<file path="config.mk">
export PLATFORM = sky130hd
export DESIGN_NAME = instruction_fetch
export DESIGN_NICKNAME = d
export VERILOG_FILES = /design/src/rtl/cpu_defs.sv /design/src/rtl/pc_counter.sv /design/src/rtl/instruction_fetch.sv
export SDC_FILE = /design/constraint.sdc
export NUM_CORES = 1
export LEC_CHECK = 0
export BUFFER_PORTS_ARGS = -buffer_cell sky130_fd_sc_hd__buf_2
export CORE_ASPECT_RATIO = 1.4
export CORE_MARGIN = 5
export CORE_UTILIZATION = 44
export DETAILED_ROUTE_END_ITERATION = 10
export GPL_TIMING_DRIVEN = 0
export PLACE_DENSITY = 0.75
export SLEW_MARGIN = 25
export SYNTH_ARGS = -nofsm -noshare
export SYNTH_HDL_FRONTEND = slang
export SYNTH_SLANG_ARGS = --single-unit
</file>
<file path="constraint.sdc">
create_clock -name clk -period 1.68 [get_ports clk]
set_clock_uncertainty 0.1 [all_clocks]
set_input_delay 0.168 -clock clk [delete_from_list [all_inputs] [get_ports clk]]
set_output_delay 0.168 -clock clk [all_outputs]
set_load 0.005 [all_outputs]
</file>
<file path="src/rtl/cpu_defs.sv">
// rtl/cpu_defs.sv - shared widths, opcodes, field positions and fetch FSM encoding
//
// Purpose: constants shared by the instruction fetch stage and its sub-module.
// Ports: none (package).
package cpu_defs;

  localparam int OP_W    = 5;
  localparam int LIT_W   = 8;
  localparam int PC_W    = 8;
  localparam int INSTR_W = OP_W + LIT_W;

  // Instruction word layout: {opcode, literal}
  localparam int LIT_LSB = 0;
  localparam int LIT_MSB = LIT_LSB + LIT_W - 1;
  localparam int OP_LSB  = LIT_MSB + 1;
  localparam int OP_MSB  = OP_LSB + OP_W - 1;

  // NOP_OP is left undecoded by the control unit, so it loads no registers.
  localparam logic [OP_W-1:0] NOP_OP  = 5'b11001;
  localparam logic [OP_W-1:0] HALT_OP = 5'b11111;

  typedef enum logic [1:0] {
    ST_IDLE  = 2'd0,
    ST_FETCH = 2'd1,
    ST_EXEC  = 2'd2,
    ST_HALT  = 2'd3
  } fetch_state_t;

endpackage

</file>
<file path="src/rtl/pc_counter.sv">
// rtl/pc_counter.sv - program counter register with clear and increment
//
// Purpose: W-bit program counter; clear has priority over increment and
// increment wraps modulo 2^W.
// Ports:
//   clk   in  1  clock
//   rst_n in  1  asynchronous active-low reset (pc -> 0)
//   clr   in  1  synchronous clear to 0
//   inc   in  1  synchronous increment
//   pc    out W  current program counter
module pc_counter #(
  parameter int W = 8
) (
  input  logic         clk,
  input  logic         rst_n,
  input  logic         clr,
  input  logic         inc,
  output logic [W-1:0] pc
);

  always_ff @(posedge clk or negedge rst_n) begin
    if (!rst_n) begin
      pc <= '0;
    end else if (clr) begin
      pc <= '0;
    end else if (inc) begin
      pc <= pc + 1'b1;
    end
  end

endmodule

</file>
<file path="src/rtl/instruction_fetch.sv">
// rtl/instruction_fetch.sv - program counter, instruction fetch and exec pacing
//
// Purpose: fetches instruction words over a req/ack handshake, presents one
// opcode per instruction with a single-cycle exec strobe, and NOP otherwise.
// Ports:
//   clk       in  1           clock
//   rst_n     in  1           asynchronous active-low reset
//   start     in  1           begin at pc 0 (honoured in IDLE/HALT only)
//   imem_req  out 1           instruction read request
//   imem_addr out PC_W        read address (the pc register)
//   imem_ack  in  1           read data valid
//   imem_data in  OP_W+LIT_W  {opcode, literal}
//   address   out OP_W        opcode to the control unit
//   literal   out LIT_W       immediate to the datapath
//   exec      out 1           datapath register-load strobe
//   halted    out 1           HALT opcode fetched
module instruction_fetch #(
  parameter int PC_W  = cpu_defs::PC_W,
  parameter int LIT_W = cpu_defs::LIT_W,
  parameter int OP_W  = cpu_defs::OP_W
) (
  input  logic                  clk,
  input  logic                  rst_n,
  input  logic                  start,
  output logic                  imem_req,
  output logic [PC_W-1:0]       imem_addr,
  input  logic                  imem_ack,
  input  logic [OP_W+LIT_W-1:0] imem_data,
  output logic [OP_W-1:0]       address,
  output logic [LIT_W-1:0]      literal,
  output logic                  exec,
  output logic                  halted
);

  import cpu_defs::*;

  localparam logic [OP_W-1:0] NOP  = OP_W'(NOP_OP);
  localparam logic [OP_W-1:0] HALT = OP_W'(HALT_OP);

  fetch_state_t state, state_n;

  logic              req_n;
  logic [OP_W-1:0]   addr_n;
  logic [LIT_W-1:0]  lit_n;
  logic              exec_n;
  logic              halted_n;
  logic              pc_clr;
  logic              pc_inc;
  logic [OP_W-1:0]   op_field;
  logic [LIT_W-1:0]  lit_field;

  assign op_field  = imem_data[LIT_W +: OP_W];
  assign lit_field = imem_data[LIT_W-1:0];

  pc_counter #(
    .W (PC_W)
  ) u_pc (
    .clk   (clk),
    .rst_n (rst_n),
    .clr   (pc_clr),
    .inc   (pc_inc),
    .pc    (imem_addr)
  );

  always_ff @(posedge clk or negedge rst_n) begin
    if (!rst_n) begin
      state    <= ST_IDLE;
      imem_req <= 1'b0;
      address  <= NOP;
      literal  <= '0;
      exec     <= 1'b0;
      halted   <= 1'b0;
    end else begin
      state    <= state_n;
      imem_req <= req_n;
      address  <= addr_n;
      literal  <= lit_n;
      exec     <= exec_n;
      halted   <= halted_n;
    end
  end

  // Outputs are registered, so each branch computes the value for the next
  // cycle. literal keeps its value unless a new instruction is accepted.
  always_comb begin
    state_n  = state;
    req_n    = imem_req;
    addr_n   = address;
    lit_n    = literal;
    exec_n   = 1'b0;
    halted_n = halted;
    pc_clr   = 1'b0;
    pc_inc   = 1'b0;

    unique case (state)
      ST_IDLE: begin
        if (start) begin
          state_n = ST_FETCH;
          pc_clr  = 1'b1;
          req_n   = 1'b1;
        end
      end

      ST_FETCH: begin
        if (imem_ack) begin
          req_n = 1'b0;
          if (op_field == HALT) begin
            // pc stays on the HALT word; address remains NOP.
            state_n  = ST_HALT;
            halted_n = 1'b1;
            addr_n   = NOP;
          end else begin
            state_n = ST_EXEC;
            addr_n  = op_field;
            lit_n   = lit_field;
            exec_n  = 1'b1;
          end
        end
      end

      ST_EXEC: begin
        // Datapath loads on this edge; request the next word right after.
        state_n = ST_FETCH;
        pc_inc  = 1'b1;
        addr_n  = NOP;
        req_n   = 1'b1;
      end

      ST_HALT: begin
        if (start) begin
          state_n  = ST_FETCH;
          pc_clr   = 1'b1;
          req_n    = 1'b1;
          halted_n = 1'b0;
        end
      end

      default: begin
        state_n = ST_IDLE;
        req_n   = 1'b0;
        addr_n  = NOP;
      end
    endcase
  end

endmodule

</file>
* Word-level counts from Yosys, hierarchy flattened
Index checks and enable logic that the tools add are counted. W data, S select, Z words.
Storage, ports and cells: flip-flop bits (word level) 26, input bits 17, word-level logic and storage cells 48
Cells by class: add/subtract/negate cells 1, multiplexer cells 22, bitwise operators 1, reduce and logical (&&, ||, !) cells 9, eq/ne operators 8
Operators with widths (number):
- $mux W8 | 2
- $mux W1 | 12
- $mux W5 | 2
- $pmux W5 S2 | 1
- $add A8 B1 Y8 const B | 1
- $ne A2 B2 Y1 const B | 3
- $pmux W2 S3 | 1
- $reduce_bool A2 Y1 | 3
- $eq A5 B5 Y1 const B | 1
- $eq A2 B2 Y1 const B | 2
- $mux W2 | 2
- $reduce_and A2 Y1 | 2
- $reduce_and A4 Y1 | 1
- $pmux W1 S3 | 1
- $reduce_and A3 Y1 | 1
- $eq A2 B1 Y1 const B | 1
- $logic_not A2 Y1 | 1
- $ne A2 B1 Y1 const B | 1
- $pmux W1 S2 | 1
- $reduce_or A2 Y1 | 1
- $not A1 Y1 | 1

* Longest topological paths before layout
depth in word-level cells 4, gate-level depth with buffers 6, depth with buffers taken out 5

* By module
A second synthesis with hierarchy kept.
Unflattened totals: cell total of the unflattened synthesis 107, area, all modules 1298.7 sq um
By module, submodules not included:
- instruction_fetch | sequential area each 454.2 sq um, area an instance 902.1 sq um, times used 1, cells each 70
- pc_counter | sequential area each 200.2 sq um, area an instance 396.6 sq um, times used 1, cells each 37

* Least setup slack after synthesis
OpenSTA, ideal clock, no wires.
path type reg-to-reg, start point reg state[0], end point reg state[0], path slack 0.106 ns, setup time 0.125 ns, cell stages (with the launch flop) 5, arrival time 1.350 ns, required time 1.455 ns, cells stage by stage dfrtp_1 ha_1 nor2b_1 a21oi_1 mux2_2
On the way: longest elaborated chain between the ends 4, elaborated cells on any way between the ends 9
RTL lines:
- from (decl) | RTL line instruction_fetch.sv:40 | fetch_state_t state, state_n;
- from (signal assigned) | RTL line instruction_fetch.sv:74 | state <= state_n;
- $eq A2 B2 Y1 or $logic_not A2 Y1 (tied branches) | RTL line instruction_fetch.sv:95 | unique case (state)
- $reduce_or A2 Y1 (no line)
- $ne A2 B1 Y1 (no line)
- $reduce_and A2 Y1 (no line)
Several ways; a longest one is shown, not always the timed one. A chain may end at the register's enable or synchronous reset.

* Final worst setup path
start point reg state[1], end point reg state[0]
Same word-level chain as after synthesis.

==> run summary <==
================================================================================
Result of the run ................................................. finished, final reports clean
Buffer and inverter count on the worst path .......................            1
Final core utilization ............................................        60.5%
Count of final setup violators ....................................            0
Relative contribution of sequential cells to total power ..........        43.8%
Cell-by-cell listing of the critical path ......................... inv_1, ha_1, nor2b_2, a21oi_2, mux2_2
Critical path class ............................................... flop to flop
Highest ir drop seen on vdd .......................................       901 µV
Total I/O pin count ...............................................           41
DP HPWL ...........................................................      2120 µm
First-pass GRT wire length ........................................      4690 µm
Final worst hold slack ............................................    0.0292 ns
Worst EP required .................................................      1.80 ns
Combinational power share .........................................        44.2%
Internal power ....................................................      1.49 mW
Post-Synth XOR/XNOR Area ..........................................        2.84%
Number of levels in the clock H-tree ..............................            1
Share of total power in the clock network .........................        12.0%
Clock root buffer ................................................. sky130_fd_sc_hd__clkbuf_4
RR Startpoint ..................................................... state[1]$_DFFE_PN0P_
Critical hold path startpoint ..................................... imem_data[12]
Post-synthesis sequential area ratio ..............................        53.0%
Total number of vias ..............................................         1055
Pin count of the biggest net entering global routing ..............           27
Clock sink count ..................................................           26
Static Leakage ....................................................     0.796 nW
Minimum period implied by the final worst setup slack .............      1.60 ns
Power per cell area ...............................................  1430 mW/mm²
Fraction of synthesized area in multiplexers ......................        10.8%
Highest achievable clock rate .....................................    0.624 GHz
Count of unresolved DRC violations after routing ..................            0
Slowest cell on the critical path ................................. sky130_fd_sc_hd__dfrtp_1
CTS tree ..........................................................          yes
Adder-cell share of the synthesized area ..........................        5.07%
Arr. time, crit path ..............................................      1.72 ns
Net count, final ..................................................          187
Capturing point of the worst reg2reg path ......................... state[0]$_DFFE_PN0P_
Startpoint types ..................................................         flop
Total detailed-routing wirelength .................................      2830 µm
Max transition margin .............................................        62.3%
Endpoint class of the critical path ...............................         flop
Starting utilization of the core area .............................        46.2%
Placeable core area ...............................................  0.00267 mm²
Number of buffers inserted during clock tree synthesis ............            3
Via count of the first global-routing pass ........................         1081
Net switching component of the power ..............................       815 µW
Antenna Cells .....................................................            0
Mapped Cells ......................................................          110
Detailed router's first-iteration violation count .................           39
Max-capacitance violation count ...................................            0
Floorplan row count ...............................................           22
Crit path largest cell delay ......................................      0.41 ns
Share of the cycle needed by the critical path after routing ......        95.4%
Worst r2r path cells ..............................................            5
Post-synth design cell area .......................................  0.00123 mm²
Simple-Gate Fraction of Synth Area ................................        13.6%
Post-synthesis compound-gate area fraction ........................        10.9%
Hold/Removal Path Class ........................................... primary input to flop
Combinational family with the most area after synthesis ........... simple AND/OR/NAND/NOR gates
Syn Area/Cell .....................................................     11.2 µm²
Hold violation count in the final report ..........................            0
Register bit count reported by yosys ..............................           26
DR vias/cell ......................................................         5.28
Unrepaired setup endpoints after global routing ...................         true
Synthesis-to-finish area growth ...................................        30.9%
Worst hold stages .................................................            3
Overall die width .................................................      54.8 µm
Overall die height ................................................      72.7 µm
PortBufs ..........................................................           39
Count of distinct cell types in the synthesized netlist ...........           29
Post-detailed-route count of antenna-violating nets ...............            0
GR Util All Layers ................................................        15.7%
Largest buffer count on any clock path ............................            2
Initial antenna violation count ...................................            0
Layout cell share with drive strength beyond 1 ....................        40.2%
Kind of cell with the highest combined delay on the critical path .   flip-flops
Number of detailed-routing iterations run before antenna repair ...            4
Sw frac ...........................................................        35.4%
Die outline area ..................................................  0.00398 mm²
CTS clk-pin slew, worst paths .....................................      0.13 ns
Hold Crit Endpoint ................................................ address[4]$_DFFE_PN1P_
Reg2Reg Setup Slack ...............................................      0.08 ns
Final sum of negative setup slack .................................         0 ns
Remaining global-route overflow ...................................            0
Measured slew at the worst slew-check pin .........................     0.566 ns
Number of pins exceeding their max-slew limit in the final report .            0
Ys Warns ..........................................................            0
Largest fanout of any net on the critical path ....................            4
Gpl congestion ....................................................        0.801
Count of filler cells inserted in the layout ......................          239
Per-cell routed wire length .......................................      14.1 µm
Worst-skew pair later-pin latency .................................      0.33 ns
Post-synthesis net count ..........................................          132
================================================================================
==> metal layers <==
layer  share of wire (%)  wire [µm]  vias up  global-route usage (%)
met2                  54       1520       41                    27.2
met1                  37       1040      509                    17.0
met5                   0          0        -                       0
met3                 7.6        216        6                    3.89
met4                 1.7         48        0                    7.76
li1                    -          -      499                       -
==> worst min-delay path, cell delays in order <==
cell and delay (ns):
sky130_fd_sc_hd__buf_2 0.11, sky130_fd_sc_hd__o22ai_1 0.10, sky130_fd_sc_hd__a21oi_1 0.08
==> registers in the layout, summed over array words and instances, names as in the netlist <==
name / count
address: 5
exec: 1
halted: 1
imem_req: 1
literal: 8
state: 2
u_pc.pc: 8
==> layout make-up <==
| class | count | area [µm²] | share of cell area [%] |
|---|---|---|---|
| multi-input cells | 73 | 538 | 33.3 |
| inverters | 7 | 26.3 | 1.63 |
| repair buffers | 50 | 300 | 18.6 |
| well taps | 36 | 45.0 | 2.79 |
| clock buffers | 4 | 26.3 | 1.63 |
| flip-flops and latches | 26 | 654 | 40.5 |
| plain buffers | 4 | 25.0 | 1.55 |
==> cells in the final DEF (no fill, tap or decap), types with 3 or more instances in the layout <==
cell,synthesis,layout
sky130_fd_sc_hd__a21oi_1,7,6
sky130_fd_sc_hd__buf_2,2,40
sky130_fd_sc_hd__buf_4,1,4
sky130_fd_sc_hd__clkbuf_4,0,3
sky130_fd_sc_hd__dfrtp_1,23,23
sky130_fd_sc_hd__dfstp_2,3,3
sky130_fd_sc_hd__dlygate4sd3_1,0,9
sky130_fd_sc_hd__ha_1,5,5
sky130_fd_sc_hd__inv_1,7,7
sky130_fd_sc_hd__mux2_2,10,10
sky130_fd_sc_hd__nand2_1,4,4
sky130_fd_sc_hd__nand4_1,3,3
sky130_fd_sc_hd__nor2_1,7,7
sky130_fd_sc_hd__nor3_1,4,4
sky130_fd_sc_hd__o21ai_0,9,9
sky130_fd_sc_hd__o22ai_1,3,3
sky130_fd_sc_hd__or3_1,3,3
sky130_fd_sc_hd__xor2_1,3,3
==> how the worst max path moves through the flow <==
stage | from | to | slack (ns) | cells after the start
final | state[1]$_DFFE_PN0P_ | state[0]$_DFFE_PN0P_ | 0.08 | 5
after global routing | state[1]$_DFFE_PN0P_ | state[0]$_DFFE_PN0P_ | -0.004 | 5
after CTS | state[1]$_DFFE_PN0P_ | address[2]$_DFFE_PN0P_ | 0.03 | 6
after detailed placement | state[1]$_DFFE_PN0P_ | state[0]$_DFFE_PN0P_ | -0.05 | 5
after global placement | state[0]$_DFFE_PN0P_ | state[1]$_DFFE_PN0P_ | 0.02 | 4
after floorplan | state[0]$_DFFE_PN0P_ | state[0]$_DFFE_PN0P_ | 0.11 | 4
==> logic make-up after synthesis <==
family                   count (synthesis)
AND/OR/NAND/NOR                         30
AO/OA/AOI/OAI                           22
flip-flops                              26
adder cells (fa/ha/maj)                  5
XOR/XNOR                                 4
buffers and inverters                   11
multiplexers                            12
==> synthesized netlist by cell type <==
master	n	share of area, %
sky130_fd_sc_hd__nor2b_1	1	0.51
sky130_fd_sc_hd__nand4_1	3	1.5
sky130_fd_sc_hd__o31ai_1	1	0.61
sky130_fd_sc_hd__o22ai_1	3	1.5
sky130_fd_sc_hd__dfrtp_1	23	47
sky130_fd_sc_hd__nand2b_1	1	0.51
sky130_fd_sc_hd__nand3_1	2	0.81
sky130_fd_sc_hd__buf_4	1	0.61
sky130_fd_sc_hd__buf_2	2	0.81
sky130_fd_sc_hd__nor3_1	4	1.6
sky130_fd_sc_hd__mux2_2	10	9.1
sky130_fd_sc_hd__mux2i_1	2	1.6
sky130_fd_sc_hd__a21oi_1	7	2.8
sky130_fd_sc_hd__xor2_1	3	2.1
sky130_fd_sc_hd__xnor2_1	1	0.71
sky130_fd_sc_hd__nand2_1	4	1.2
sky130_fd_sc_hd__dfstp_2	3	6.4
sky130_fd_sc_hd__clkbuf_1	1	0.30
sky130_fd_sc_hd__or3_1	3	1.5
sky130_fd_sc_hd__inv_1	7	2.1
sky130_fd_sc_hd__o21bai_4	1	1.5
sky130_fd_sc_hd__ha_1	5	5.1
sky130_fd_sc_hd__nand3_2	1	0.81
sky130_fd_sc_hd__o21ai_0	9	3.7
sky130_fd_sc_hd__and2_1	1	0.51
sky130_fd_sc_hd__nand4_2	1	1.0
sky130_fd_sc_hd__nand4b_1	2	1.4
sky130_fd_sc_hd__nor2_1	7	2.1
sky130_fd_sc_hd__o2bb2ai_1	1	0.71
==> power by group through the flow <==
| stage | Sequential, mW | Clock, mW | Combinational (mW) |
|---|---|---|---|
| 2_1_floorplan | 1.03 | 0 | 0.571 |
| 3_3_place_gp | 1.01 | 0 | 0.897 |
| 3_5_place_dp | 1.02 | 0 | 0.950 |
| 4_1_cts | 1.01 | 0.286 | 0.979 |
| 5_1_grt | 1.04 | 0.308 | 1.14 |
| 6_report | 1.01 | 0.277 | 1.02 |
==> per-stage QoR <==
| step | instance area [µm²] | total power, mW | cells | worst slack [ns] |
|---|---|---|---|---|
| final | 1620 | 2.31 | 200 | 0.0781 |
| after global routing | 1620 | 2.49 | 200 | -0.00388 |
| after CTS | 1590 | 2.28 | 198 | 0.0325 |
| after detailed placement | 1470 | 1.97 | 185 | -0.0545 |
| after global placement | 1470 | 1.90 | 185 | 0.0167 |
| after floorplan | 1230 | 1.60 | 110 | 0.106 |
==> repair_timing <==
item / 4_1_cts / 5_1_grt
hold buffers: 9 / 0
setup endpoints to repair: 2 / 6
buffers inserted: 0 / 2
gates resized for setup: 1 / 5
hold endpoints to repair: 31 / 0
Power figures use the tool's default switching activity.
